===== config.mk =====
export PLATFORM = sky130hd
export DESIGN_NAME = traffic_phase_scheduler_flat
export DESIGN_NICKNAME = d
export VERILOG_FILES = /design/src/rtl/traffic_phase_scheduler_if.sv /design/src/rtl/traffic_phase_scheduler.sv /design/src/flat_wrapper.sv
export SDC_FILE = /design/constraint.sdc
export NUM_CORES = 1
export LEC_CHECK = 0
export BUFFER_PORTS_ARGS = -buffer_cell sky130_fd_sc_hd__buf_2
export CELL_PAD_IN_SITES_DETAIL_PLACEMENT = 0
export CELL_PAD_IN_SITES_GLOBAL_PLACEMENT = 2
export CORE_AREA = 2 2 65 67
export CTS_BUF_LIST = sky130_fd_sc_hd__clkbuf_4 sky130_fd_sc_hd__clkbuf_8
export CTS_CLUSTER_DIAMETER = 100
export DETAILED_ROUTE_END_ITERATION = 7
export DIE_AREA = 0 0 67 69
export GPL_ROUTABILITY_DRIVEN = 1
export PLACE_DENSITY = 0.86
export SLEW_MARGIN = 10
export SYNTH_ARGS = -nofsm -noshare
export SYNTH_HDL_FRONTEND = slang
export SYNTH_SLANG_ARGS = --single-unit

===== constraint.sdc =====
create_clock -name clk -period 5.4 [get_ports clk]
set_input_delay 0.81 -clock clk [delete_from_list [all_inputs] [get_ports clk]]
set_output_delay 0.81 -clock clk [all_outputs]
set_load 0.1 [all_outputs]

===== src/rtl/traffic_phase_scheduler_if.sv =====
// ---------------------------------------------------------------------------
// traffic_phase_scheduler_if
//
// Bundles the time base, request/preemption inputs and the light/grant/status
// outputs of the traffic phase scheduler.
//
//   tick           controller -> scheduler  one-cycle time-base strobe
//   req            controller -> scheduler  per-approach request (N_APP)
//   preempt_valid  controller -> scheduler  emergency preemption request
//   preempt_id     controller -> scheduler  approach to preempt to
//   lights         scheduler -> controller  3 bits per approach (100/010/001)
//   grant          scheduler -> controller  one-hot green/yellow owner
//   pending        scheduler -> controller  latched requests
//   phase          scheduler -> controller  0 IDLE, 1 GREEN, 2 YELLOW, 3 ALLRED
//
// master: the side driving the inputs (controller / testbench)
// slave : the scheduler itself
// ---------------------------------------------------------------------------
interface traffic_phase_scheduler_if #(
  parameter int N_APP = 4
);
  localparam int IDW = $clog2(N_APP);

  logic                 tick;
  logic [N_APP-1:0]     req;
  logic                 preempt_valid;
  logic [IDW-1:0]       preempt_id;
  logic [3*N_APP-1:0]   lights;
  logic [N_APP-1:0]     grant;
  logic [N_APP-1:0]     pending;
  logic [1:0]           phase;

  modport master (
    output tick, req, preempt_valid, preempt_id,
    input  lights, grant, pending, phase
  );

  modport slave (
    input  tick, req, preempt_valid, preempt_id,
    output lights, grant, pending, phase
  );
endinterface


===== src/rtl/traffic_phase_scheduler.sv =====
// ---------------------------------------------------------------------------
// traffic_phase_scheduler
//
// Demand-driven round-robin phase scheduler for a multi-approach
// intersection. Requests are latched per approach; one approach at a time
// runs GREEN -> YELLOW -> ALLRED, with a minimum green time before it can be
// displaced and green resting indefinitely when nobody else is waiting.
//
// Ports:
//   clk   clock
//   rst   asynchronous, active-high reset
//   bus   traffic_phase_scheduler_if.slave
//           tick, req, preempt_valid, preempt_id  (inputs)
//           lights, grant, pending, phase         (outputs)
//
// Compile-time option:
//   TRAFFIC_SCHED_PREEMPT_EN  when defined, preempt_valid/preempt_id force
//                             the right-of-way to preempt_id; otherwise the
//                             preempt inputs are ignored.
// ---------------------------------------------------------------------------
module traffic_phase_scheduler #(
  parameter int N_APP       = 4,
  parameter int T_MIN_GREEN = 6,
  parameter int T_MAX_GREEN = 10,
  parameter int T_YELLOW    = 2,
  parameter int T_ALLRED    = 1,
  parameter int TW          = 4
) (
  input  logic clk,
  input  logic rst,
  traffic_phase_scheduler_if.slave bus
);

  localparam int IDW = $clog2(N_APP);

  typedef enum logic [1:0] {
    S_IDLE   = 2'd0,
    S_GREEN  = 2'd1,
    S_YELLOW = 2'd2,
    S_ALLRED = 2'd3
  } state_t;

  state_t             state_reg, state_next;
  logic [TW-1:0]      timer_reg, timer_next;
  logic [IDW-1:0]     last_reg,  last_next;     // last winner == current owner
  logic [N_APP-1:0]   pending_reg, pending_next;

  logic [N_APP-1:0]   owner_mask;
  logic [N_APP-1:0]   eff_pend;
  logic               others_pend;
  logic               rr_found;
  logic [IDW-1:0]     rr_winner;
  logic [IDW-1:0]     rr_cand;
  logic               sel_ok;
  logic [IDW-1:0]     sel_id;
  logic               enter_green;
  logic [TW-1:0]      timer_inc;
  logic               pre_act;
  logic [N_APP-1:0]   pend_set, pend_clr;
  logic [N_APP-1:0]   grant_int;
  logic [3*N_APP-1:0] lights_int;

  // -------------------------------------------------------------------------
  // Preemption qualifier
  // -------------------------------------------------------------------------
`ifdef TRAFFIC_SCHED_PREEMPT_EN
  logic pre_id_ok;

  // An out-of-range id is ignored; only possible when N_APP is not a power
  // of two.
  always_comb begin
    pre_id_ok = 1'b0;
    for (int k = 0; k < N_APP; k++) begin
      if (bus.preempt_id == IDW'(k)) pre_id_ok = 1'b1;
    end
  end

  assign pre_act = bus.preempt_valid && pre_id_ok;
`else
  logic unused_preempt;

  assign unused_preempt = ^{bus.preempt_valid, bus.preempt_id};
  assign pre_act        = 1'b0;
`endif

  // -------------------------------------------------------------------------
  // Request view used for arbitration: requests arriving this very cycle are
  // included, so a req in the ALLRED exit cycle takes part in that decision.
  // -------------------------------------------------------------------------
  always_comb begin
    eff_pend    = pending_reg | bus.req;
    others_pend = |(eff_pend & ~owner_mask);
    rr_found    = 1'b0;
    rr_winner   = last_reg;
    rr_cand     = last_reg;
    for (int k = 1; k <= N_APP; k++) begin
      rr_cand = IDW'((int'(last_reg) + k) % N_APP);
      if (!rr_found && eff_pend[rr_cand]) begin
        rr_found  = 1'b1;
        rr_winner = rr_cand;
      end
    end
  end

  // Preemption target beats round-robin and never needs a pending bit.
  assign sel_ok = pre_act || rr_found;
  assign sel_id = pre_act ? bus.preempt_id : rr_winner;

  assign timer_inc = (timer_reg >= TW'(T_MAX_GREEN)) ? timer_reg
                                                     : timer_reg + TW'(1);

  // -------------------------------------------------------------------------
  // State register
  // -------------------------------------------------------------------------
  always_ff @(posedge clk or posedge rst) begin
    if (rst) begin
      state_reg   <= S_IDLE;
      timer_reg   <= '0;
      last_reg    <= IDW'(N_APP - 1);
      pending_reg <= '0;
    end else begin
      state_reg   <= state_next;
      timer_reg   <= timer_next;
      last_reg    <= last_next;
      pending_reg <= pending_next;
    end
  end

  // -------------------------------------------------------------------------
  // Next-state logic
  // -------------------------------------------------------------------------
  always_comb begin
    state_next  = state_reg;
    timer_next  = timer_reg;
    last_next   = last_reg;
    enter_green = 1'b0;

    unique case (state_reg)
      S_IDLE: begin
        if (bus.tick && sel_ok) begin
          state_next  = S_GREEN;
          timer_next  = '0;
          last_next   = sel_id;
          enter_green = 1'b1;
        end
      end

      S_GREEN: begin
        if (pre_act && (bus.preempt_id != last_reg)) begin
          // Emergency for another approach: leave green immediately.
          state_next = S_YELLOW;
          timer_next = '0;
        end else if (bus.tick) begin
          // The count keeps running while a preemption holds this green, so
          // on release the minimum is already satisfied.
          if (!pre_act && others_pend && (timer_inc >= TW'(T_MIN_GREEN))) begin
            state_next = S_YELLOW;
            timer_next = '0;
          end else begin
            timer_next = timer_inc;
          end
        end
      end

      S_YELLOW: begin
        if (bus.tick) begin
          if (timer_reg == TW'(T_YELLOW - 1)) begin
            state_next = S_ALLRED;
            timer_next = '0;
          end else begin
            timer_next = timer_reg + TW'(1);
          end
        end
      end

      S_ALLRED: begin
        if (bus.tick) begin
          if (timer_reg == TW'(T_ALLRED - 1)) begin
            timer_next = '0;
            if (sel_ok) begin
              state_next  = S_GREEN;
              last_next   = sel_id;
              enter_green = 1'b1;
            end else begin
              state_next = S_IDLE;
            end
          end else begin
            timer_next = timer_reg + TW'(1);
          end
        end
      end

      default: state_next = S_IDLE;
    endcase
  end

  // -------------------------------------------------------------------------
  // Per-approach request latch and light decode
  // -------------------------------------------------------------------------
  generate
    for (genvar gi = 0; gi < N_APP; gi++) begin : g_app
      assign owner_mask[gi] = (last_reg == IDW'(gi));

      // The green owner cannot re-request itself; entering green clears the
      // bit and wins over a simultaneous set.
      assign pend_set[gi]     = bus.req[gi] && !((state_reg == S_GREEN) && owner_mask[gi]);
      assign pend_clr[gi]     = enter_green && (last_next == IDW'(gi));
      assign pending_next[gi] = (pending_reg[gi] | pend_set[gi]) & ~pend_clr[gi];

      assign grant_int[gi] = owner_mask[gi] &&
                             ((state_reg == S_GREEN) || (state_reg == S_YELLOW));

      assign lights_int[3*gi +: 3] = !grant_int[gi]          ? 3'b100 :
                                     (state_reg == S_GREEN)  ? 3'b001 : 3'b010;
    end
  endgenerate

  assign bus.lights  = lights_int;
  assign bus.grant   = grant_int;
  assign bus.pending = pending_reg;
  assign bus.phase   = state_reg;

endmodule

===== src/flat_wrapper.sv =====
// flat-port wrapper written by rule: the top's interface ports become plain ports
module traffic_phase_scheduler_flat 
#(
  parameter int N_APP       = 4,
  parameter int T_MIN_GREEN = 6,
  parameter int T_MAX_GREEN = 10,
  parameter int T_YELLOW    = 2,
  parameter int T_ALLRED    = 1,
  parameter int TW          = 4
)
  (clk, rst, bus_tick, bus_req, bus_preempt_valid, bus_preempt_id, bus_lights, bus_grant, bus_pending, bus_phase);
  traffic_phase_scheduler_if #(.N_APP(N_APP)) bus_i ();
  input  logic clk;
  input  logic rst;
  input wire logic [$bits(bus_i.tick)-1:0] bus_tick;
  input wire logic [$bits(bus_i.req)-1:0] bus_req;
  input wire logic [$bits(bus_i.preempt_valid)-1:0] bus_preempt_valid;
  input wire logic [$bits(bus_i.preempt_id)-1:0] bus_preempt_id;
  output wire logic [$bits(bus_i.lights)-1:0] bus_lights;
  output wire logic [$bits(bus_i.grant)-1:0] bus_grant;
  output wire logic [$bits(bus_i.pending)-1:0] bus_pending;
  output wire logic [$bits(bus_i.phase)-1:0] bus_phase;
  assign bus_i.tick = bus_tick;
  assign bus_i.req = bus_req;
  assign bus_i.preempt_valid = bus_preempt_valid;
  assign bus_i.preempt_id = bus_preempt_id;
  assign bus_lights = bus_i.lights;
  assign bus_grant = bus_i.grant;
  assign bus_pending = bus_i.pending;
  assign bus_phase = bus_i.phase;
  traffic_phase_scheduler #(.N_APP(N_APP), .T_MIN_GREEN(T_MIN_GREEN), .T_MAX_GREEN(T_MAX_GREEN), .T_YELLOW(T_YELLOW), .T_ALLRED(T_ALLRED), .TW(TW)) u_core (.clk(clk), .rst(rst), .bus(bus_i));
endmodule

# [Word-level counts from Yosys, hierarchy flattened]
# Cells that the tools add are included.
[word_totals] ff_bits=12 mem_bits_rw=0 rom_bits=0 latch_bits=0 mem_count=0
[classes] n_reduce_logical=36 n_mux=49 bitwise_logic=15 addsub=5 eq_ne=17 n_div=0 n_mul=0 shifts=0 order_cmp=6
[op_table] cell="$mux 2" count=16
[op_table] cell="$mux 4" count=8
[op_table] cell="$logic_and 1x1->1" count=21
[op_table] cell="$pmux 4 s4" count=1
[op_table] cell="$mux 1" count=13
[op_table] cell="$eq 2x2->1 const B" count=6
[op_table] cell="$lt 2x3->1 const B" count=4
[op_table] cell="$mux 3" count=4
[op_table] cell="$bmux 1 s2" count=4
[op_table] cell="$ne 2x1->1 const B" count=4
[op_table] cell="$pmux 2 s4" count=1
[op_table] cell="$logic_not 1->1" count=7
[op_table] cell="$reduce_and 7->1" count=1
[op_table] cell="$eq 2x1->1 const B" count=3
[op_table] cell="$logic_not 2->1" count=3
[op_table] cell="$ne 2x2->1 const B" count=3
[op_table] cell="$add 2x1->2 const B" count=2
[op_table] cell="$add 2x2->2 const B" count=2
[op_table] cell="$add 4x1->4 const B" count=1
[op_table] cell="$and 1x1->1" count=4
[op_table] cell="$and 4x4->4" count=1
[op_table] cell="$eq 4x1->1 const B" count=1
[op_table] cell="$ge 4x3->1 const B" count=1
[op_table] cell="$ge 4x4->1 const B" count=1
[op_table] cell="10 further kinds" count=16

# [Logic depth before layout (Yosys ltp)]
# Gate-level depths: netlist of the first run.
[depth] depth_word=21 depth_mapped=10 ltp_nobuf=9

# [Least setup slack after synthesis of the first run]
# Ideal clock, no wire load.
[synth_timing] kind="reg-to-output" start="register u_core.state_reg[0], in the netlist u_core.bus.phase[0]" end="output port bus_lights[10]" arrival_time_ns=3.920 t_required_ns=4.590 path_stages_with_launch=6 slack_ns=0.670 n_path_buf=1 cell_sequence="dfrtp_1 -> inv_1 -> ha_1 -> clkbuf_1 -> nand2_1 -> nor2_1"
[synth_via] elab_chain_len=4 elab_cells_between_ends=6
[synth_rtl] element="start, declared" line="traffic_phase_scheduler.sv:43" rtl="state_t state_reg, state_next;"
[synth_rtl] element="start signal, assigned" line="traffic_phase_scheduler.sv:122" rtl="state_reg <= state_next;"
[synth_rtl] element="$eq 2x1->1 / $eq 2x2->1 (equally long branches)" line="traffic_phase_scheduler.sv:211, traffic_phase_scheduler.sv:214"
[synth_rtl] element="$logic_or 1x1->1" line="traffic_phase_scheduler.sv:211" rtl="((state_reg == S_GREEN) || (state_reg == S_YELLOW));"
[synth_rtl] element="$logic_and 1x1->1" line="traffic_phase_scheduler.sv:210" rtl="assign grant_int[gi] = owner_mask[gi] &&"
[synth_rtl] element="$mux 3 *" line="traffic_phase_scheduler.sv:213" rtl="assign lights_int[3*gi +: 3] = !grant_int[gi] ? 3'b100 :"
[synth_rtl] element="end, declared" line="flat_wrapper.sv:19" rtl="output wire logic [$bits(bus_i.lights)-1:0] bus_lights;"
# Mark *: on every way between the ends. The rest lies on a longest branch, timed or not.

# [Worst setup path in the final report of the first run]
[layout_timing] start="register u_core.state_reg[1], in the netlist u_core.bus.phase[1]" end="output port bus_lights[6]"
# Same word-level chain as after synthesis.

==> results.toml, run 1 <==
[route]
ant_nets = 0
drc = 0
finalWirelength_microns = 3410
drt_iter0_drc = 131
viasPerCell = 5.46
wl_per_cell_microns = 14.1
dr_total_vias = 1317
firstDrtPassIters = 4

[floorplan]
core_area_sq_mm = 0.00391
chipHeight_microns = 69
io_pins = 32
dieArea_sq_mm = 0.00462
row_count = 23
start_util = 0.322
die_x_microns = 67

[setup_path]
cp.arrival_ps = 1990
required_ps = 4590
crit_path_end_kind = "output port"
cpMaxStageDelayCell = "ha_1"
reg2reg_depth = 9
crit_buf_inv = 3
cp_max_fo = 12
max_stage_delay_ps = 440
r2r_slack_ps = 2850
crit_chain = "inv_1, ha_1, inv_1, nor2_1, buf_2"
timing.rr.end = "u_core.bus.pending[1]"
crit_type = "flop to output port"
startpoint_type = "flop"
cpMostUsedCell = "inv_1"
timing.rr.start = "u_core.last_reg[1]"
path_delay_family = "buffers and inverters"

[cells_and_area]
n_antenna_cell = 0
layoutNonFillerInstCount = 241
seq_area_sq_um = 303
layout_commonest_cell = "buf_2"
multi_input_area_sq_um = 865
layout.nets = 215
drive_above_1_share = 0.230
fillers = 427
synthToLayoutAreaGrowth_pct = 17.6
final_cell_mix = "28 x buf_2, 23 x a21oi_1, 16 x nor2_1, 14 x inv_1, 14 x nand2_1"

[timing]
fmax_mhz = 357
rsz0062_at_grt = "false"
fin_crit_sh = 0.519
slew_violations = 0
finalSetupViolations = 0
hold_viol = 0
worstMarginPinSlew_ps = 528
slew_headroom = 0.647
period_needed_ps = 2800
finClkSkew_ps = 8.95
tns_ps = 0

[cts]
cts-root-buf = "clkbuf_8"
ctsHoldBuffers = 0
cts_buffers = 3
clock_path_buffers = 2
cts_resized = 0
numClockSinks = 12
htree_num_levels = 1
postCtsSetupBuffers = 0
path_clk_slew_ps = 60
cts_tree = "built"
insertion_delay_ps = 240

[grt]
grt_overflow = 0
grtUsageTotal = 0.149
grt_pass1_vias = 1145
grt_first_pass_wirelength_microns = 5500
grt_max_degree = 14
antenna_found_initial = 0

[hold_path]
worstHoldEndpoint = "u_core.bus.phase[0]"
min-delay-start = "u_core.bus.phase[0]"
min_path_type = "flop to flop"
min_path_cells = 1

[yosys]
synth-seq-cells = 12
syn_nets = 189
synthesis.instances = 166
synthArstFlopShare = 1.00
synthFlopType = "dfrtp_1"
netlist_area_sq_mm = 0.00126
synth_edf_count = 0
yosysWarnings = 0
syn_area_per_cell_sq_um = 7.60
synth-seq-area-share = 0.240
synth.distinct_cells = 45

[placed_design]
portBuffers = 28
routabilityCongestion = 0.868
dp_cells = 237
hpwl_microns = 2630

[run_status]
outcome = "finished, final reports clean"

[flow_run]
drv_cap = 0
[synthesized netlist by cell type (all sizes together) (2+ instances only)]
cell    number  area share
nor4         3       0.032
nand2       14       0.042
ha          13        0.13
o22ai        2      0.0099
and3         2      0.0099
dfstp        2       0.042
clkbuf       6       0.018
nor2b        2      0.0099
o21ai        7       0.028
nor3         8       0.036
or3b         4       0.028
inv         17       0.051
a21oi       24       0.098
and2         2      0.0099
or4          2       0.012
nand3        3       0.012
dfrtp       10        0.20
o31ai        3       0.018
o211ai       2       0.012
a22oi        3       0.018
o21bai       4       0.024
a311o        2       0.016
nor2        16       0.048
[per-stage QoR]
step                      worst slack [ps]   util  instance area (sq um)  hold WS, ps
after floorplan                        670      -                   1260          546
after global placement                2880  0.366                   1430          528
after detailed placement              2840  0.366                   1430          545
after CTS                             2570  0.379                   1480          559
after global routing                  2430  0.379                   1480          624
final                                 2600  0.379                   1480          554
[cell families after synthesis]
family,share of synthesized area
mux,0.0169
compound gates,0.278
buf+inv,0.0744
fa+ha+maj,0.129
simple gates,0.262
flops,0.240
[cell type report]
cell class / count / area share
Timing Repair Buffer: 28 / 0.0945
Clock buffer: 4 / 0.0329
Multi-Input combinational cell: 130 / 0.583
Inverter: 17 / 0.0430
Tap cell: 50 / 0.0422
Sequential cell: 12 / 0.204
[layer usage]
metal,share of wire,wire [microns],GRT usage
met1,0.48,1630,0.222
met2,0.46,1580,0.228
met3,0.055,187,0.0196
met4,0.0050,17,0.0272
met5,0,0,0
[worst max-delay path by stage]
stage	from	to	slack, ps	cells past startpoint
global route	u_core.bus.phase[0]	bus_lights[10]	2430	5
CTS	u_core.bus.phase[1]	bus_lights[6]	2570	5
detailed placement	u_core.bus.phase[1]	bus_lights[6]	2840	5
finish	u_core.bus.phase[1]	bus_lights[6]	2600	5
global placement	u_core.last_reg[1]	u_core.bus.pending[3]	2880	9
floorplan	u_core.bus.phase[0]	bus_lights[10]	670	5
Power of run 1 is not shown: default switching activity piles up to over one toggle a cycle in this logic, so the estimate is an artifact.
==> run 2, diff against run 1 <==
Settings changed: ABC_AREA set to 1, CORE_AREA 2 2 65 67 to 2 2 73 75, DIE_AREA 0 0 67 69 to 0 0 75 77, PLACE_DENSITY 0.86 to 0.79.
Clock period 5.4 ns to 2.7 ns, I/O delays scaled along.
==> run 2 against run 1 <==
  * Flip-flop and latch count is the same
  * Non-clock buffer count grew 4
  * Worst setup slack lost 2400 ps
  * Worst hold slack lost 370 ps
  * Wire length grew 10%
  * Cell area grew 25%
  * Core utilization shrank 0.63 points
  * Critical path depth is the same
  * Count of clock-buffer cells in the layout is the same
  * Critical endpoint is now bus_lights[0]
  * Largest cell class unchanged
==> results.toml, run 2 <==
[floorplan]
core_area_sq_mm = 0.00498
row_count = 26
io_pins = 32
dieArea_sq_mm = 0.00578
start_util = 0.288
chipHeight_microns = 77
die_x_microns = 75

[yosys]
synth_most_common_cell = "nand2_1"
synth_common_cells = "53 x nand2_1, 31 x inv_1, 28 x nor2_1"
synth-seq-cells = 12
syn_area_per_cell_sq_um = 6.83
netlist_area_sq_mm = 0.00143
synth-seq-area-share = 0.211
synthesis.instances = 210
yosys.area.top_type = "dfrtp_1"
synth_edf_count = 0
synthArstFlopShare = 1.00
synth_top_area_frac = 0.175
synth.distinct_cells = 34
yosysWarnings = 0
synthFlopType = "dfrtp_1"
yosys-top-cells-area = "dfrtp_1 17%, nand2_1 14%, ha_1 11%"
syn_nets = 233

[setup_path]
crit_path_end_kind = "output port"
r2r_slack_ps = 380
timing.rr.start = "u_core.last_reg[1]"
required_ps = 2300
startpoint_type = "flop"
cp.arrival_ps = 2060
crit_type = "flop to output port"
cp_max_fo = 7
timing.rr.end = "u_core.bus.pending[3]"
reg2reg_depth = 15

[timing]
slew_headroom = 0.657
slew_violations = 0
whs_ps = 181
rsz0062_at_grt = "false"
fmax_mhz = 405
fin_crit_sh = 0.915
hold_viol = 0
worstMarginPinSlew_ps = 514
finalSetupViolations = 0
period_needed_ps = 2470
finClkSkew_ps = 5.22
tns_ps = 0

[cts]
numClockSinks = 12
ctsHoldBuffers = 0
cts_buffers = 3
cts-root-buf = "clkbuf_8"
cts_tree = "built"
clock_path_buffers = 2
htree_num_levels = 1
postCtsSetupBuffers = 0
path_clk_slew_ps = 60
cts_resized = 0
insertion_delay_ps = 240

[grt]
grt_max_degree = 13
grt_overflow = 0
antenna_found_initial = 0
grt_pass1_vias = 1330
grtUsageTotal = 0.137
grt_first_pass_wirelength_microns = 6190

[hold_path]
min_path_type = "input port to async pin"

[route]
drc = 0
drt_iter0_drc = 80
wl_per_cell_microns = 12.0
dr_total_vias = 1394
ant_nets = 0
viasPerCell = 4.44
finalWirelength_microns = 3760
firstDrtPassIters = 4

[flow_run]
drv_cap = 0

[cells_and_area]
layout_commonest_cell = "nand2_1"
final_area_sq_mm = 0.00185
layout.nets = 268
final_cell_mix = "49 x nand2_1, 27 x inv_1, 25 x buf_2, 20 x nor2_1, 13 x ha_1"
synthToLayoutAreaGrowth_pct = 29.3
fillers = 541
drive_above_1_share = 0.365
n_antenna_cell = 0

[placed_design]
post_dp_cell_area_sq_mm = 0.00181
portBuffers = 28
hpwl_microns = 3140
routabilityCongestion = 0.796

[run_status]
outcome = "finished, final reports clean"
==> run 2: cell types whose count changed after synthesis, sizes merged, moves of 3 or more <==
cell / before / now
nand3: 3 / 18
or3b: 4 / 0
clkbuf: 6 / 0
o21ai: 7 / 11
nor2: 16 / 33
inv: 17 / 33
nor4: 3 / 0
nor3: 8 / 0
nand2: 14 / 64
o21bai: 4 / 0
a21oi: 24 / 10
==> run 2: area by class of cell <==
type | count | area [sq um] | area share
tap | 70 | 87.6 | 0.0472
timing repair buffer | 32 | 215 | 0.116
clock buffer | 4 | 48.8 | 0.0263
sequential | 12 | 308 | 0.166
multi-input combinational | 163 | 1050 | 0.565
inverter | 33 | 146 | 0.0789
==> run 2: per-layer routing <==
layer,up-vias,GRT usage,wire [microns]
met5,-,0,0
met4,0,0.0429,25
met3,2,0.0131,179
met2,32,0.217,1720
met1,629,0.194,1840
li1,731,-,-
==> run 2: worst max-delay path: stages (launching register included) <==
cell	delay [ps]
dfrtp_4	450
inv_1	80
ha_1	520
inv_1	190
nor2_2	150
buf_2	430
==> run 2: worst max path at each step <==
stage / startpoint / endpoint / slack (ps) / depth (start not counted)
global placement: u_core.last_reg[1] / u_core.bus.pending[3] / 360 / 15
finish: u_core.bus.phase[0] / bus_lights[0] / 230 / 5
detailed placement: u_core.last_reg[1] / u_core.bus.pending[3] / 380 / 15
floorplan: u_core.bus.phase[1] / bus_grant[1] / -140 / 4
global route: u_core.bus.phase[0] / bus_lights[0] / 130 / 5
CTS: u_core.bus.phase[0] / bus_lights[0] / 200 / 5
==> run 2: cell families after synthesis <==
group / count (synthesis) / share of synthesized area
and+or+nand+nor: 119 / 0.422
buffers and inverters: 35 / 0.103
AOI/OAI and AO/OA: 29 / 0.138
adders and majority gates: 13 / 0.113
DFF: 12 / 0.211
xor gates and xnor gates: 2 / 0.0122
==> run 2: stage by stage <==
step                cells   util  setup WS [ps]
finish                314  0.373            230
global route          314  0.373            127
CTS                   314  0.373            196
detailed placement    310  0.363            377
global placement      310  0.363            355
floorplan             210      -           -135
Power of run 2 is left out for the same reason.
==> run 3, diff against run 2 <==
Settings changed: CORE_AREA 2 2 73 75 to 2 2 76 78, DIE_AREA 0 0 75 77 to 0 0 78 80, PLACE_DENSITY 0.79 to 0.76.
Clock period 2.7 ns to 2.2 ns, I/O delays scaled along.
==> run 3 against run 2 <==
  * Sequential share of layout area fell by 2.7 points
  * Worst setup slack got worse by 150 ps
  * Largest cell class unchanged
  * Register-to-register slack lost 240 ps
  * Die area is 8.1% higher
  * Clock skew down 2.3 ps
  * Via count is 2.5% higher
  * Critical endpoint is now bus_grant[2]
  * Worst hold slack worse by 73 ps
  * Cell count increased by 4.8%
==> results.toml, run 3 (synthesis gave the netlist of run 2 again) <==
[cells_and_area]
final_area_sq_mm = 0.00223
layout.nets = 281
n_antenna_cell = 0
layoutNonFillerInstCount = 329
synthToLayoutAreaGrowth_pct = 55.6
multi_input_area_sq_mm = 0.00117
fillers = 573
drive_above_1_share = 0.444
final_cell_mix = "47 x nand2_1, 22 x inv_1, 18 x nor2_1, 18 x buf_4, 14 x buf_2"
layout_commonest_cell = "nand2_1"
seq_area_sq_um = 310

[setup_path]
cpMaxStageDelayCell = "dfstp_2"
cp_max_fo = 8
max_stage_delay_ps = 580
reg2reg_depth = 12
path_depth = 7
required_ps = 1870
cpMostUsedCell = "buf_4"
cp.arrival_ps = 1790
crit_path_end_kind = "output port"
crit_chain = "inv_8, buf_4, ha_1, buf_4, nand2_8, clkinvlp_4, buf_4"
path_delay_family = "buffers and inverters"
crit_type = "flop to output port"
startpoint_type = "flop"
crit_buf_inv = 5

[floorplan]
row_count = 27
start_util = 0.265
chipHeight_microns = 80
core_area_sq_mm = 0.00541
die_x_microns = 78
dieArea_sq_mm = 0.00624
io_pins = 32

[route]
drc = 0
wl_per_cell_microns = 12.0
dr_total_vias = 1429
ant_nets = 0
finalWirelength_microns = 3930
viasPerCell = 4.34
firstDrtPassIters = 4
drt_iter0_drc = 62

[grt]
grtUsageTotal = 0.135
antenna_found_initial = 0
grt_first_pass_wirelength_microns = 6740
grt_max_degree = 13
grt_pass1_vias = 1449
grt_overflow = 0

[run_status]
outcome = "finished, final reports clean"

[timing]
fmax_mhz = 471
whs_ps = 108
fin_crit_sh = 0.965
hold_viol = 0
finClkSkew_ps = 2.89
tns_ps = 0
slew_headroom = 0.657
slew_violations = 0
worstMarginPinSlew_ps = 513
period_needed_ps = 2120
finalSetupViolations = 0

[cts]
cts_buffers = 3
path_clk_slew_ps = 60
numClockSinks = 12
htree_num_levels = 1
cts-root-buf = "clkbuf_8"
insertion_delay_ps = 240
cts_tree = "built"
clock_path_buffers = 2
ctsHoldBuffers = 0

[hold_path]
min_path_type = "input port to async pin"

[placed_design]
portBuffers = 28
routabilityCongestion = 0.843
dp_cells = 325
post_dp_cell_area_sq_mm = 0.00212
hpwl_microns = 3340

[flow_run]
drv_cap = 0
==> run 3: changes by cell type in the layout (fill, tap and decap cells not counted), sizes merged <==
cell,change
clkbuf,+1
buf,+12
==> run 3: repair_timing <==
item / in CTS / in global routing
pin swaps: 0 / 4
setup buffers: 0 / 0
resized for setup: 1 / 15
endpoints found under the setup margin: 4 / 12
==> run 3: per-stage QoR <==
stage / util / setup slack [ps]
floorplan: - / 12.1
global placement: 0.392 / -14.5
detailed placement: 0.392 / -11.7
CTS: 0.405 / 1.51
global route: 0.413 / -4.36
finish: 0.413 / 76.7
==> run 3: per-layer routing <==
layer  global-route usage  up-vias  part of all wire
li1                     -      760                 -
met5                    0        -                 0
met2                0.231       39              0.46
met1                0.173      626              0.48
met3               0.0294        4             0.049
met4               0.0281        0             0.015
==> run 3: area by class of cell <==
| cell class | count | share of cell area |
|---|---|---|
| Multi-Input combinational cell | 163 | 0.525 |
| Tap cell | 72 | 0.0404 |
| Clock buffer | 4 | 0.0247 |
| Sequential cell | 12 | 0.139 |
| Timing Repair Buffer | 45 | 0.203 |
| Inverter | 33 | 0.0679 |
==> run 3: final timing paths <==
| check | endpoint | start | slack (ps) |
|---|---|---|---|
| hold / removal | u_core.timer_reg[1] | rst | 110 |
| setup reg to reg | u_core.timer_reg[2] | u_core.last_reg[0] | 140 |
| hold reg to reg | u_core.bus.pending[0] | u_core.bus.pending[0] | 560 |
| max in group asynchronous | u_core.bus.phase[0] | rst | 1710 |
| min in group clk | u_core.bus.pending[0] | bus_req[0] | 390 |
| setup / recovery | bus_grant[2] | u_core.last_reg[0] | 80 |
Power of run 3 is left out for the same reason.
